## config.mk

```make
export PLATFORM = sky130hd
export DESIGN_NAME = multicycle_sequencer_flat
export DESIGN_NICKNAME = d
export VERILOG_FILES = /design/src/rtl/seq_pkg.sv /design/src/rtl/multicycle_sequencer_if.sv /design/src/rtl/seq_alu_decode.sv /design/src/rtl/multicycle_sequencer.sv /design/src/flat_wrapper.sv
export SDC_FILE = /design/constraint.sdc
export NUM_CORES = 1
export LEC_CHECK = 0
export BUFFER_PORTS_ARGS = -buffer_cell sky130_fd_sc_hd__buf_2
export CORE_UTILIZATION = 35
export DETAILED_ROUTE_END_ITERATION = 12
export PLACE_DENSITY = 0.69
export SYNTH_ARGS = -nofsm -noshare
export SYNTH_HDL_FRONTEND = slang
export SYNTH_SLANG_ARGS = --single-unit
```

## constraint.sdc

```tcl
create_clock -name clk -period 1.7 [get_ports clk]
set_input_delay 0.34 -clock clk [delete_from_list [all_inputs] [get_ports clk]]
set_output_delay 0.34 -clock clk [all_outputs]
set_load 0.005 [all_outputs]
```

## src/rtl/seq_pkg.sv

```systemverilog
// Shared types and constants for the multi-cycle RV32I control sequencer.
// Holds the FSM state and instruction-class enums, opcode values, the 4-bit
// ALU operation encoding, PC-source and trap-cause codes, the control-vector
// payload struct and the opcode classifier used in DECODE.
package seq_pkg;

    localparam int unsigned OPC_W    = 7;
    localparam int unsigned F3_W     = 3;
    localparam int unsigned F7_W     = 7;
    localparam int unsigned ALUOP_W  = 4;
    localparam int unsigned ALUSRC_W = 2;
    localparam int unsigned PCSEL_W  = 2;
    localparam int unsigned CAUSE_W  = 2;

    typedef enum logic [2:0] {
        FETCH, DECODE, EXEC, MEM, WB, TRAP
    } state_e;

    typedef enum logic [2:0] {
        IC_R, IC_I, IC_LOAD, IC_STORE, IC_BRANCH, IC_JAL, IC_JALR
    } iclass_e;

    localparam logic [OPC_W-1:0] OP_R      = 7'b0110011;
    localparam logic [OPC_W-1:0] OP_I      = 7'b0010011;
    localparam logic [OPC_W-1:0] OP_LOAD   = 7'b0000011;
    localparam logic [OPC_W-1:0] OP_STORE  = 7'b0100011;
    localparam logic [OPC_W-1:0] OP_BRANCH = 7'b1100011;
    localparam logic [OPC_W-1:0] OP_JAL    = 7'b1101111;
    localparam logic [OPC_W-1:0] OP_JALR   = 7'b1100111;

    typedef enum logic [ALUOP_W-1:0] {
        ALU_ADD  = 4'b0000,
        ALU_SUB  = 4'b0001,
        ALU_AND  = 4'b0010,
        ALU_OR   = 4'b0011,
        ALU_XOR  = 4'b0100,
        ALU_SLL  = 4'b0101,
        ALU_SRL  = 4'b0110,
        ALU_SRA  = 4'b0111,
        ALU_SLT  = 4'b1000,
        ALU_SLTU = 4'b1001
    } alu_op_e;

    localparam logic [ALUSRC_W-1:0] ALU_SRC_RS2 = 2'b00;
    localparam logic [ALUSRC_W-1:0] ALU_SRC_IMM = 2'b01;

    localparam logic [PCSEL_W-1:0] PC_PLUS4  = 2'b00;
    localparam logic [PCSEL_W-1:0] PC_BRANCH = 2'b01;
    localparam logic [PCSEL_W-1:0] PC_JAL    = 2'b10;
    localparam logic [PCSEL_W-1:0] PC_JALR   = 2'b11;

    localparam logic [CAUSE_W-1:0] CAUSE_NONE    = 2'b00;
    localparam logic [CAUSE_W-1:0] CAUSE_ILLEGAL = 2'b01;
    localparam logic [CAUSE_W-1:0] CAUSE_BUS     = 2'b10;

    // Full control vector driven towards memory and datapath.
    typedef struct packed {
        logic                mem_req;
        logic                iord;
        logic                ir_write;
        logic                pc_write;
        logic [PCSEL_W-1:0]  pc_sel;
        logic [ALUSRC_W-1:0] alu_src;
        alu_op_e             alu_op;
        logic                branch;
        logic                mem_read;
        logic                mem_write;
        logic                mem_to_reg;
        logic                reg_write;
        logic                retire;
        logic                halted;
        logic [CAUSE_W-1:0]  trap_cause;
    } ctrl_t;

    typedef struct packed {
        logic    legal;
        iclass_e iclass;
    } decode_t;

    // Map an opcode to its instruction class; unknown opcodes are flagged illegal.
    function automatic decode_t classify(input logic [OPC_W-1:0] opcode);
        decode_t d;
        d.legal  = 1'b1;
        d.iclass = IC_R;
        case (opcode)
            OP_R:      d.iclass = IC_R;
            OP_I:      d.iclass = IC_I;
            OP_LOAD:   d.iclass = IC_LOAD;
            OP_STORE:  d.iclass = IC_STORE;
            OP_BRANCH: d.iclass = IC_BRANCH;
            OP_JAL:    d.iclass = IC_JAL;
            OP_JALR:   d.iclass = IC_JALR;
            default:   d.legal  = 1'b0;
        endcase
        return d;
    endfunction

endpackage

```

## src/rtl/multicycle_sequencer_if.sv

```systemverilog
// Bundle between the sequencer, instruction register, shared memory port
// and datapath.
//   master (sequencer): in  opcode/funct3/funct7/branch_taken/mem_ready
//                       out mem_req/iord/ir_write/pc_write/pc_sel, the
//                           datapath control vector, retire/halted/
//                           trap_cause/instret
//   slave  (datapath/memory side): the mirror image.
interface multicycle_sequencer_if
    import seq_pkg::*;
#(
    parameter int unsigned CNT_W = 32
);
    logic [OPC_W-1:0]    opcode;
    logic [F3_W-1:0]     funct3;
    logic [F7_W-1:0]     funct7;
    logic                branch_taken;
    logic                mem_ready;
    logic                mem_req;
    logic                iord;
    logic                ir_write;
    logic                pc_write;
    logic [PCSEL_W-1:0]  pc_sel;
    logic [ALUSRC_W-1:0] ALUSrc;
    logic [ALUOP_W-1:0]  ALUOp;
    logic                Branch;
    logic                MemRead;
    logic                MemWrite;
    logic                MemToReg;
    logic                RegWrite;
    logic                retire;
    logic                halted;
    logic [CAUSE_W-1:0]  trap_cause;
    logic [CNT_W-1:0]    instret;

    modport master (
        input  opcode, funct3, funct7, branch_taken, mem_ready,
        output mem_req, iord, ir_write, pc_write, pc_sel,
               ALUSrc, ALUOp, Branch, MemRead, MemWrite, MemToReg, RegWrite,
               retire, halted, trap_cause, instret
    );

    modport slave (
        output opcode, funct3, funct7, branch_taken, mem_ready,
        input  mem_req, iord, ir_write, pc_write, pc_sel,
               ALUSrc, ALUOp, Branch, MemRead, MemWrite, MemToReg, RegWrite,
               retire, halted, trap_cause, instret
    );
endinterface

```

## src/rtl/seq_alu_decode.sv

```systemverilog
// Combinational ALU control decode for the EXEC step.
//   iclass    in  latched instruction class
//   funct3    in  instr[14:12]
//   funct7    in  instr[31:25]
//   alu_op_c  out ALU operation
//   alu_src_c out ALU B-operand select (rs2 / immediate)
module seq_alu_decode
    import seq_pkg::*;
(
    input  iclass_e             iclass,
    input  logic [F3_W-1:0]     funct3,
    input  logic [F7_W-1:0]     funct7,
    output alu_op_e             alu_op_c,
    output logic [ALUSRC_W-1:0] alu_src_c
);

    // funct7 = 0100000 selects sub (R only) and sra/srai.
    logic alt;
    assign alt = (funct7 == 7'b0100000);

    always_comb begin
        alu_op_c  = ALU_ADD;
        alu_src_c = ALU_SRC_IMM;
        case (iclass)
            IC_R, IC_I: begin
                alu_src_c = (iclass == IC_R) ? ALU_SRC_RS2 : ALU_SRC_IMM;
                case (funct3)
                    3'b000:  alu_op_c = (iclass == IC_R && alt) ? ALU_SUB : ALU_ADD;
                    3'b001:  alu_op_c = ALU_SLL;
                    3'b010:  alu_op_c = ALU_SLT;
                    3'b011:  alu_op_c = ALU_SLTU;
                    3'b100:  alu_op_c = ALU_XOR;
                    3'b101:  alu_op_c = alt ? ALU_SRA : ALU_SRL;
                    3'b110:  alu_op_c = ALU_OR;
                    default: alu_op_c = ALU_AND;
                endcase
            end
            IC_BRANCH: begin
                alu_op_c  = ALU_SUB;
                alu_src_c = ALU_SRC_RS2;
            end
            default: ;
        endcase
    end

endmodule

```

## src/rtl/multicycle_sequencer.sv

```systemverilog
// Multi-cycle control FSM for the RV32I datapath: FETCH/DECODE/EXEC/MEM/WB
// per instruction, one shared memory port via mem_req/mem_ready, sticky TRAP
// on illegal opcode or memory timeout.
//   clk  in  clock, rising edge
//   rst  in  asynchronous active-high reset
//   bus  master side of multicycle_sequencer_if (instruction fields, memory
//        handshake, datapath control vector, retire/halted/trap_cause/instret)
// Parameters: MEM_TIMEOUT (0 disables the wait limit), CNT_W (instret width).
// Macro RETIRE_CNT_EN: when defined, instret counts retired instructions;
// otherwise instret is constant 0.
module multicycle_sequencer
    import seq_pkg::*;
#(
    parameter int unsigned MEM_TIMEOUT = 16,
    parameter int unsigned CNT_W       = 32
)(
    input  logic                 clk,
    input  logic                 rst,
    multicycle_sequencer_if.master bus
);

    localparam int unsigned TO_W    = (MEM_TIMEOUT < 2) ? 1 : $clog2(MEM_TIMEOUT);
    localparam bit          TO_EN   = (MEM_TIMEOUT != 0);
    localparam logic [TO_W-1:0] TO_LAST = TO_W'(MEM_TIMEOUT - 1);

    state_e                 state_q, state_d;
    iclass_e                cls_q, cls_d;
    logic [CAUSE_W-1:0]     cause_q, cause_d;
    logic [TO_W-1:0]        wait_q, wait_d;

    alu_op_e                alu_op_c;
    logic [ALUSRC_W-1:0]    alu_src_c;
    decode_t                dec_c;
    logic                   timeout_c;
    ctrl_t                  ctrl_raw_c;
    ctrl_t                  ctrl_c;

    seq_alu_decode u_alu_decode (
        .iclass    (cls_q),
        .funct3    (bus.funct3),
        .funct7    (bus.funct7),
        .alu_op_c  (alu_op_c),
        .alu_src_c (alu_src_c)
    );

    assign dec_c = classify(bus.opcode);

    // Last permitted wait cycle with no ready; a ready on this cycle still wins.
    assign timeout_c = TO_EN && !bus.mem_ready && (wait_q == TO_LAST);

    // State, instruction class, trap cause and wait counter.
    always_ff @(posedge clk or posedge rst) begin
        if (rst) begin
            state_q <= FETCH;
            cls_q   <= IC_R;
            cause_q <= CAUSE_NONE;
            wait_q  <= '0;
        end else begin
            state_q <= state_d;
            cls_q   <= cls_d;
            cause_q <= cause_d;
            wait_q  <= wait_d;
        end
    end

    // Next state and control-vector decode.
    always_comb begin
        state_d    = state_q;
        cls_d      = cls_q;
        cause_d    = cause_q;
        wait_d     = '0;
        ctrl_raw_c = '0;
        unique case (state_q)
            FETCH: begin
                ctrl_raw_c.mem_req  = 1'b1;
                ctrl_raw_c.mem_read = 1'b1;
                if (bus.mem_ready) begin
                    ctrl_raw_c.ir_write = 1'b1;
                    ctrl_raw_c.pc_write = 1'b1;
                    ctrl_raw_c.pc_sel   = PC_PLUS4;
                    state_d             = DECODE;
                end else if (timeout_c) begin
                    state_d = TRAP;
                    cause_d = CAUSE_BUS;
                end else begin
                    wait_d = wait_q + TO_W'(1);
                end
            end
            DECODE: begin
                if (dec_c.legal) begin
                    cls_d   = dec_c.iclass;
                    state_d = EXEC;
                end else begin
                    state_d = TRAP;
                    cause_d = CAUSE_ILLEGAL;
                end
            end
            EXEC: begin
                ctrl_raw_c.alu_op  = alu_op_c;
                ctrl_raw_c.alu_src = alu_src_c;
                case (cls_q)
                    IC_R, IC_I:         state_d = WB;
                    IC_LOAD, IC_STORE:  state_d = MEM;
                    IC_BRANCH: begin
                        ctrl_raw_c.branch   = 1'b1;
                        ctrl_raw_c.pc_write = bus.branch_taken;
                        ctrl_raw_c.pc_sel   = PC_BRANCH;
                        ctrl_raw_c.retire   = 1'b1;
                        state_d             = FETCH;
                    end
                    IC_JAL: begin
                        ctrl_raw_c.pc_write = 1'b1;
                        ctrl_raw_c.pc_sel   = PC_JAL;
                        state_d             = WB;
                    end
                    IC_JALR: begin
                        ctrl_raw_c.pc_write = 1'b1;
                        ctrl_raw_c.pc_sel   = PC_JALR;
                        state_d             = WB;
                    end
                    default: state_d = FETCH;
                endcase
            end
            MEM: begin
                ctrl_raw_c.mem_req   = 1'b1;
                ctrl_raw_c.iord      = 1'b1;
                ctrl_raw_c.mem_read  = (cls_q == IC_LOAD);
                ctrl_raw_c.mem_write = (cls_q == IC_STORE);
                if (bus.mem_ready) begin
                    if (cls_q == IC_STORE) begin
                        ctrl_raw_c.retire = 1'b1;
                        state_d           = FETCH;
                    end else begin
                        state_d = WB;
                    end
                end else if (timeout_c) begin
                    state_d = TRAP;
                    cause_d = CAUSE_BUS;
                end else begin
                    wait_d = wait_q + TO_W'(1);
                end
            end
            WB: begin
                ctrl_raw_c.reg_write  = 1'b1;
                ctrl_raw_c.mem_to_reg = (cls_q == IC_LOAD);
                ctrl_raw_c.retire     = 1'b1;
                state_d               = FETCH;
            end
            TRAP: begin
                ctrl_raw_c.halted     = 1'b1;
                ctrl_raw_c.trap_cause = cause_q;
            end
            default: state_d = FETCH;
        endcase
    end

    // Reset forces every output low at once, so an in-flight access is dropped.
    assign ctrl_c = rst ? ctrl_t'('0) : ctrl_raw_c;

    assign bus.mem_req    = ctrl_c.mem_req;
    assign bus.iord       = ctrl_c.iord;
    assign bus.ir_write   = ctrl_c.ir_write;
    assign bus.pc_write   = ctrl_c.pc_write;
    assign bus.pc_sel     = ctrl_c.pc_sel;
    assign bus.ALUSrc     = ctrl_c.alu_src;
    assign bus.ALUOp      = ctrl_c.alu_op;
    assign bus.Branch     = ctrl_c.branch;
    assign bus.MemRead    = ctrl_c.mem_read;
    assign bus.MemWrite   = ctrl_c.mem_write;
    assign bus.MemToReg   = ctrl_c.mem_to_reg;
    assign bus.RegWrite   = ctrl_c.reg_write;
    assign bus.retire     = ctrl_c.retire;
    assign bus.halted     = ctrl_c.halted;
    assign bus.trap_cause = ctrl_c.trap_cause;

`ifdef RETIRE_CNT_EN
    logic [CNT_W-1:0] instret_q;

    // Retired-instruction counter, wraps naturally at 2^CNT_W.
    always_ff @(posedge clk or posedge rst) begin
        if (rst) begin
            instret_q <= '0;
        end else if (ctrl_raw_c.retire) begin
            instret_q <= instret_q + CNT_W'(1);
        end
    end

    assign bus.instret = instret_q;
`else
    assign bus.instret = CNT_W'(0);
`endif

endmodule

```

## src/flat_wrapper.sv

```systemverilog
// flat-port wrapper written by rule: the top's interface ports become plain ports
module multicycle_sequencer_flat import seq_pkg::*;
#(
    parameter int unsigned MEM_TIMEOUT = 16,
    parameter int unsigned CNT_W       = 32
)
  (clk, rst, bus_opcode, bus_funct3, bus_funct7, bus_branch_taken, bus_mem_ready, bus_mem_req, bus_iord, bus_ir_write, bus_pc_write, bus_pc_sel, bus_ALUSrc, bus_ALUOp, bus_Branch, bus_MemRead, bus_MemWrite, bus_MemToReg, bus_RegWrite, bus_retire, bus_halted, bus_trap_cause, bus_instret);
  multicycle_sequencer_if #(.CNT_W(CNT_W)) bus_i ();
  input  logic clk;
  input  logic rst;
  input wire logic [$bits(bus_i.opcode)-1:0] bus_opcode;
  input wire logic [$bits(bus_i.funct3)-1:0] bus_funct3;
  input wire logic [$bits(bus_i.funct7)-1:0] bus_funct7;
  input wire logic [$bits(bus_i.branch_taken)-1:0] bus_branch_taken;
  input wire logic [$bits(bus_i.mem_ready)-1:0] bus_mem_ready;
  output wire logic [$bits(bus_i.mem_req)-1:0] bus_mem_req;
  output wire logic [$bits(bus_i.iord)-1:0] bus_iord;
  output wire logic [$bits(bus_i.ir_write)-1:0] bus_ir_write;
  output wire logic [$bits(bus_i.pc_write)-1:0] bus_pc_write;
  output wire logic [$bits(bus_i.pc_sel)-1:0] bus_pc_sel;
  output wire logic [$bits(bus_i.ALUSrc)-1:0] bus_ALUSrc;
  output wire logic [$bits(bus_i.ALUOp)-1:0] bus_ALUOp;
  output wire logic [$bits(bus_i.Branch)-1:0] bus_Branch;
  output wire logic [$bits(bus_i.MemRead)-1:0] bus_MemRead;
  output wire logic [$bits(bus_i.MemWrite)-1:0] bus_MemWrite;
  output wire logic [$bits(bus_i.MemToReg)-1:0] bus_MemToReg;
  output wire logic [$bits(bus_i.RegWrite)-1:0] bus_RegWrite;
  output wire logic [$bits(bus_i.retire)-1:0] bus_retire;
  output wire logic [$bits(bus_i.halted)-1:0] bus_halted;
  output wire logic [$bits(bus_i.trap_cause)-1:0] bus_trap_cause;
  output wire logic [$bits(bus_i.instret)-1:0] bus_instret;
  assign bus_i.opcode = bus_opcode;
  assign bus_i.funct3 = bus_funct3;
  assign bus_i.funct7 = bus_funct7;
  assign bus_i.branch_taken = bus_branch_taken;
  assign bus_i.mem_ready = bus_mem_ready;
  assign bus_mem_req = bus_i.mem_req;
  assign bus_iord = bus_i.iord;
  assign bus_ir_write = bus_i.ir_write;
  assign bus_pc_write = bus_i.pc_write;
  assign bus_pc_sel = bus_i.pc_sel;
  assign bus_ALUSrc = bus_i.ALUSrc;
  assign bus_ALUOp = bus_i.ALUOp;
  assign bus_Branch = bus_i.Branch;
  assign bus_MemRead = bus_i.MemRead;
  assign bus_MemWrite = bus_i.MemWrite;
  assign bus_MemToReg = bus_i.MemToReg;
  assign bus_RegWrite = bus_i.RegWrite;
  assign bus_retire = bus_i.retire;
  assign bus_halted = bus_i.halted;
  assign bus_trap_cause = bus_i.trap_cause;
  assign bus_instret = bus_i.instret;
  multicycle_sequencer #(.MEM_TIMEOUT(MEM_TIMEOUT), .CNT_W(CNT_W)) u_core (.clk(clk), .rst(rst), .bus(bus_i));
endmodule
```

==> results of run 1 <==
[worst min-delay path by stage]
stage	from	endpoint	slack, ps	depth (start not counted)
finish	rst	u_core.state_q[2]	120	3
global route	rst	u_core.state_q[2]	140	3
CTS	rst	u_core.state_q[2]	110	3
detailed placement	rst	u_core.state_q[2]	420	3
global placement	rst	u_core.cls_q[1]	410	3
floorplan	rst	u_core.cause_q[0]	160	1
[stage by stage]
| step | setup TNS (ps) | area [um^2] |
|---|---|---|
| 2_1_floorplan | -25.9 | 1350 |
| 4_1_cts | -1960 | 1570 |
| 6_report | -2020 | 1630 |
| 5_1_grt | -3150 | 1630 |
| 3_5_place_dp | 0 | 1440 |
| 3_3_place_gp | 0 | 1440 |
[final cells by class]
| type | instances | area (um^2) | share of cell area |
|---|---|---|---|
| sequential | 12 | 303 | 0.186 |
| inverter | 4 | 18.8 | 0.0115 |
| multi-input combinational | 129 | 831 | 0.510 |
| timing repair buffer | 63 | 383 | 0.235 |
| clock buffer | 4 | 36.3 | 0.0223 |
| tap | 46 | 57.6 | 0.0353 |
[layout by cell type, fill, tap and decap left out, types with 3 or more instances in the layout]
master    count
buf_4        22
nor2_2        3
a21oi_1       4
nand2_1       4
nor2b_1       4
nor2_1        9
conb_1       33
dfrtp_1      10
xnor2_1       4
clkbuf_4      3
buf_2        39
a31oi_1       4
nor3_1        6
nand2b_1      4
o21ai_0       5
nand3_1       7
[routing by layer]
metal,up-vias,GRT usage,routed length (um)
met5,-,0,0
met4,0,0.0487,20
met3,4,0.0277,136
met2,42,0.259,1350
met1,549,0.190,1190
li1,586,-,-
[sequential cells by signal, summed over array words and instances, names as in the netlist]
signal,count
u_core.state_q,3
u_core.cls_q,3
u_core.wait_q,4
u_core.cause_q,2
[repair_timing]
action | CTS | global route
resized for setup | 17 | 8
setup buffers | 5 | 3
pin swaps | 4 | 1
endpoints found under the setup margin | 16 | 19
[power breakdown]
| part | internal [mW] | total (mW) | leakage [nW] | switching (mW) |
|---|---|---|---|---|
| registers | 0.353 | 0.429 | 0.152 | 0.0755 |
| logic | 0.591 | 1.12 | 0.668 | 0.527 |
| clock network | 0.130 | 0.238 | 0.0210 | 0.107 |
| total | 1.07 | 1.78 | 0.841 | 0.710 |
[cell families (layout without fill, tap and decap cells)]
| kind of cell | after synthesis | count (layout) |
|---|---|---|
| AND/OR/NAND/NOR | 65 | 65 |
| XOR/XNOR | 5 | 5 |
| other | 1 | 33 |
| adder cells (fa/ha/maj) | 1 | 1 |
| AO/OA/AOI/OAI | 25 | 25 |
| buffers and inverters | 44 | 71 |
| flip-flops | 12 | 12 |
[worst max-delay path, stage by stage (launching register included)]
cell	delay, ps
dfrtp_1	400
nor2_2	140
nand3_1	110
or3_4	380
nor3b_2	170
buf_2	120
==> results.md, run 1 <==
- Final Critical Period: roughly 1900 ps
- Synth Register Bits: 12
- Hold Slack: 119 ps
- Nets: 235
- Kind of end point of the critical path: output pin
- Crit Reg-Reg Endpoint: u_core.cause_q[0]
- Post-synth top area share: 0.246
- Initial core utilization: 0.365
- Global-route wire length before repair: around 4100 um
- Leakage Power: ~0.84 nW
- Fin util: 0.488
- Vias in the first global route: 1,009
- Largest net degree at the start of global routing: 14
- CTS root buf: clkbuf_4
- F_max: 516 MHz
- Drt wl/cell: approximately 10 um
- Post-Syn Area: about 1200 um^2
- Worst path required time: about 1400 ps
- CTS tree: built
- Synth Area in Compound Gates: 0.142
- Seq/Total Area, Yosys: 0.246
- Die Width: between 60 and 70 um
- Final hold violations: 0
- CTS Sinks: 12
- FILL cells: roughly 340
- Count leader, synth: buf_4
- Hold/Removal Path Class: in -> async
- Die area: 3720 um^2
- Mux cell area share after synthesis: 0
- Unrepaired setup endpoints after global routing: yes
- Total Routed Length: 2700 um
- DP Cell Count: between 200 and 250
- Worst skew pair latency: roughly 280 ps
- Synth Area in XOR/XNOR: 0.0359
- DR vias: approximately 1,200
- Crit path kind: reg -> out
- Largest family of logic cells by synthesized area: simple AND/OR/NAND/NOR gates
- Final WS setup: -238 ps
- Tot Pwr: ~1.8 mW
- Post-synthesis cell type count: 42
- P&R area growth vs syn: 33.7%
- Commonest cells post-synth: buf_4, nor2_1, dfrtp_1
- Setup Viol. Count Final: 15
- Row count: 21
- Die Y-Extent: roughly 61 um
- Final ANT Viol Nets: 0
- RD Place Congestion: between 0.7 and 0.8
- Core Box Area: between 3000 and 4000 um^2
- Diode count: 0
- Cts hold-fix bufs: 0
- PD cells: ~1100 nW/um^2
- Reg2Reg Depth: 6
- Worst Skew: between 2 and 3 ps
- Main flop type after synthesis: dfrtp_1
- Syn_area_per_cell: about 8 um^2
- Post-detail-place hpwl: 1940 um
- Worst-path clk slew: roughly 80 ps
- Worst setup path start: u_core.state_q[2]
- PortBufs: 40
- Area leader, netlist: dfrtp_1
- Simple-gate share of the synthesized area: 0.320
- Number of H-tree levels: 1
- Place WS: between 10 and 15 ps
- EDFF count, synth: 0
- Cells after synthesis: around 150
- Vias per cell: between 4 and 5
- Max cap viols: 0
- Critical Path Sink: bus_ALUOp[3]
- Antenna violations before repair: 0
- Arr. time, crit path: approximately 1600 ps
- Crit path max fanout: 4
- Max Root-Sink Buffers: 2
- Post-synthesis adder-cell area fraction: 0.0103
- Initial DRT Pass Iterations: 4
- Crit path launch type: flop
- Synth top area cells: dfrtp_1, buf_4, nor2_1
- Warnings from Yosys: 0
- Drt drc: 0
- Tot GR Track Use: 0.150
- Max VDD drop: between 400 and 500 uV
- Post-route insts no fill: about 260
- Layout cell share with drive strength beyond 1: 0.434
- Reg2reg start: u_core.state_q[0]
- Failing checks: negative setup slack
- Post-synthesis async set-or-reset flop share: 1.00
- Outcome: finished with violations
- Pins Over Slew Limit: 0
- GRT overflow: 0
- CTS buffer count: 3
- Period utilization: 1.14
- R2R setup slack: 30 ps
- I/O pins: 74
- Detailed Route Iter0 Violations: 38
Note: power is estimated with default switching activity, not from simulation.
==> run 2, diff against run 1 <==
--- a/config.mk
+++ b/config.mk
@@ -8,7 +8,8 @@
 export BUFFER_PORTS_ARGS = -buffer_cell sky130_fd_sc_hd__buf_2
 export CORE_UTILIZATION = 35
 export DETAILED_ROUTE_END_ITERATION = 12
-export PLACE_DENSITY = 0.69
+export PLACE_DENSITY = 0.67
 export SYNTH_ARGS = -nofsm -noshare
 export SYNTH_HDL_FRONTEND = slang
+export SYNTH_HIERARCHICAL = 1
 export SYNTH_SLANG_ARGS = --single-unit
==> run 2 against run 1 <==
The flow still finishes with violations (negative setup slack). Synthesized cell count rose by 9.2%. Cell count is 7.8% higher. Largest power group is now clock. Flip-flop and latch count unchanged. Global-route usage grew 0.60 points. Sequential share of layout area is 2.0 points lower. Total power fell by 61%. Combinational power decreased by 91%. Critical path type unchanged. Critical path depth up 1. Clock skew is 1.1 ps lower.
==> results.md, run 2 <==
- Outcome: finished with violations (unchanged)
- Failing checks: negative setup slack (unchanged)
- Worst skew pair latency: 240 ps (was 280 ps)
- Fin util: 0.526 (was 0.488)
- Post-synthesis cell type count: 46 (was 42)
- Vias in the first global route: 1,111 (was 1,009)
- Clock network fraction of total power: 0.441 (was 0.133)
- CTS Sinks: 12 (unchanged)
- Post-synthesis adder-cell area fraction: 0.00955 (was 0.0103)
- Commonest cells post-synth: buf_4, nor2_1, dfrtp_1 (unchanged)
- Die area: 3990 um^2 (was 3720 um^2)
- Nets: 255 (was 235)
- Count leader, synth: buf_4 (unchanged)
- Final ANT Viol Nets: 0 (unchanged)
- Area leader, netlist: dfrtp_1 (unchanged)
- Layout cell share with drive strength beyond 1: 0.444 (was 0.434)
- P&R area growth vs syn: 39.3% (was 33.7%)
- Cells after synthesis: 167 (was 153)
- Tot GR Track Use: 0.156 (was 0.150)
- Largest family of logic cells by synthesized area: simple AND/OR/NAND/NOR gates (unchanged)
- I/O pins: 74 (unchanged)
- Crit path kind: reg -> out (unchanged)
- Simple-gate share of the synthesized area: 0.330 (was 0.320)
- Global-route wire length before repair: 4990 um (was 4150 um)
- Leakage Power: 0.910 nW (was 0.841 nW)
- Pins Over Slew Limit: 0 (unchanged)
- Arr. time, crit path: 1530 ps (was 1600 ps)
- CTS buffer count: 3 (unchanged)
- Max cap viols: 0 (unchanged)
- Unrepaired setup endpoints after global routing: yes (unchanged)
- CTS root buf: clkbuf_8 (was clkbuf_4)
- Tot Pwr: 0.702 mW (was 1.78 mW)
- Final WS setup: -165 ps (was -238 ps)
- DP Cell Count: 263 (was 246)
- CTS tree: built (unchanged)
- Period utilization: 1.10 (was 1.14)
- F_max: 536 MHz (was 516 MHz)
- FILL cells: 347 (was 339)
- Syn_area_per_cell: 7.84 um^2 (was 7.97 um^2)
- DR vias: 1,265 (was 1,181)
- Setup Viol. Count Final: 18 (was 15)
- Mux cell area share after synthesis: 0 (unchanged)
- Seq/Total Area, Yosys: 0.229 (was 0.246)
- Switching portion of total power: 0.243 (was 0.398)
- Crit path launch type: flop (unchanged)
- Reg area: 303 um^2 (unchanged)
- Die Width: 63.2 um (was 61.0 um)
- Post-detail-place hpwl: 2120 um (was 1940 um)
- Hold/Removal Path Class: in -> async (unchanged)
- R2R setup slack: -50 ps (was 30 ps)
- Crit path max fanout: 4 (unchanged)
- Post-Syn Area: 1310 um^2 (was 1220 um^2)
- Multi-input logic area: 895 um^2 (was 831 um^2)
- Commonest non-fill, non-tap cells in the layout: buf_2, conb_1, buf_4 (unchanged)
- Synth Register Bits: 12 (unchanged)
- Worst-path clk slew: 50 ps (was 80 ps)
- Drt drc: 0 (unchanged)
- Detailed Route Iter0 Violations: 97 (was 38)
- Largest net degree at the start of global routing: 13 (was 14)
- GRT overflow: 0 (unchanged)
- Core Box Area: 3470 um^2 (was 3340 um^2)
- Post-synth top area share: 0.229 (was 0.246)
- Warnings from Yosys: 6 (was 0)
- Commonest non-fill, non-tap cell in the layout: buf_2 (unchanged)
- Die Y-Extent: 63.2 um (was 61.0 um)
- RD Place Congestion: 0.770 (was 0.769)
- Post-route insts no fill: 278 (was 258)
- Kind of end point of the critical path: output pin (unchanged)
- Area after DPL: 1540 um^2 (was 1440 um^2)
- Max VDD drop: 262 uV (was 495 uV)
- Max Root-Sink Buffers: 2 (unchanged)
- Design area: 1820 um^2 (was 1630 um^2)
- Internal power: 0.531 mW (was 1.07 mW)
- Sequential Power Share: 0.413 (was 0.240)
- Initial core utilization: 0.378 (was 0.365)
- Synth top area cells: dfrtp_1, buf_4, nor2_1 (unchanged)
- Biggest register: u_core/wait_q (was u_core.wait_q)
- Comb power frac: 0.146 (was 0.627)
- Vias per cell: 4.55 (was 4.58)
- Drt wl/cell: 11.2 um (was 10.4 um)
- Initial DRT Pass Iterations: 4 (unchanged)
- Final Critical Period: 1870 ps (was 1940 ps)
- Antenna violations before repair: 0 (unchanged)
- Main flop type after synthesis: dfrtp_1 (unchanged)
- Worst path required time: 1360 ps (about the same)
- Place WS: -28.0 ps (was 14.7 ps)
- Biggest regs: u_core/wait_q (4), u_core/cls_q (3), u_core/state_q (3) (was u_core.wait_q (4), u_core.cls_q (3), u_core.state_q (3))
- PortBufs: 40 (unchanged)
- EDFF count, synth: 0 (unchanged)
- Total Routed Length: 3120 um (was 2700 um)
- Cts hold-fix bufs: 0 (unchanged)
- NetSw: 0.171 mW (was 0.710 mW)
- Final hold violations: 0 (unchanged)
- Number of H-tree levels: 1 (unchanged)
- Largest register FFs: 4 (unchanged)
- Worst Skew: 1.54 ps (was 2.65 ps)
- PD cells: 385 nW/um^2 (was 1100 nW/um^2)
- Row count: 21 (unchanged)
- Diode count: 0 (unchanged)
- Post-synthesis async set-or-reset flop share: 1.00 (unchanged)
- Synth Area in Compound Gates: 0.133 (was 0.142)
- Synth Area in XOR/XNOR: 0.0468 (was 0.0359)
[run 2: timing repair]
action,4_1_cts,5_1_grt
pin swaps,7,5
resized for setup,19,11
setup endpoints to repair,18,19
buffers inserted,10,2
[run 2: critical path, cell delays in order (launching register included)]
cell and delay [ps]:
dfrtp_1 430, buf_6 140, nor4b_4 210, nand2_1 120, nor3_2 140, nand3b_1 130
buf_2 110
[run 2: final timing paths]
kind | start | endpoint | depth (start not counted)
hold / removal | rst | u_core/wait_q[3] | 3
min in group clk | bus_opcode[2] | u_core/cls_q[2] | 3
max in group asynchronous | rst | u_core/state_q[2] | 3
setup / recovery | u_core/state_q[1] | bus_retire | 6
setup reg to reg | u_core/state_q[1] | u_core/cause_q[0] | 6
hold reg to reg | u_core/wait_q[0] | u_core/wait_q[0] | 1
[run 2: kinds of logic after synthesis]
group                      after synthesis
buffers and inverters                   48
other                                    2
AOI/OAI and AO/OA                       24
and+or+nand+nor                         73
xor gates and xnor gates                 7
DFF                                     12
adders and majority gates                1
[run 2: routing by layer]
layer,GRT usage,wire length [um]
met2,0.246,1520
met1,0.219,1400
met3,0.0236,196
met5,0,0
met4,0.0483,10
[run 2: through the flow]
stage	hold slack (ps)	TNS [ps]
after floorplan	388	0
after global placement	448	0
after detailed placement	448	-28.0
after CTS	237	-890
after global routing	273	-2570
final	243	-1410
[run 2: layout make-up]
cell class | count | share of cell area
flip-flops and latches | 12 | 0.166
multi-input cells | 138 | 0.490
clock buffers | 4 | 0.0302
inverters | 8 | 0.0178
repair buffers | 70 | 0.264
well taps | 46 | 0.0316
[run 2: power groups by stage]
stage / combinational [mW] / clock [mW] / sequential [mW]
after global placement: 0.0975 / 0 / 0.295
final: 0.102 / 0.310 / 0.290
after global routing: 0.117 / 0.332 / 0.290
after detailed placement: 0.0974 / 0 / 0.295
after CTS: 0.0997 / 0.314 / 0.290
after floorplan: 0.109 / 0 / 0.294
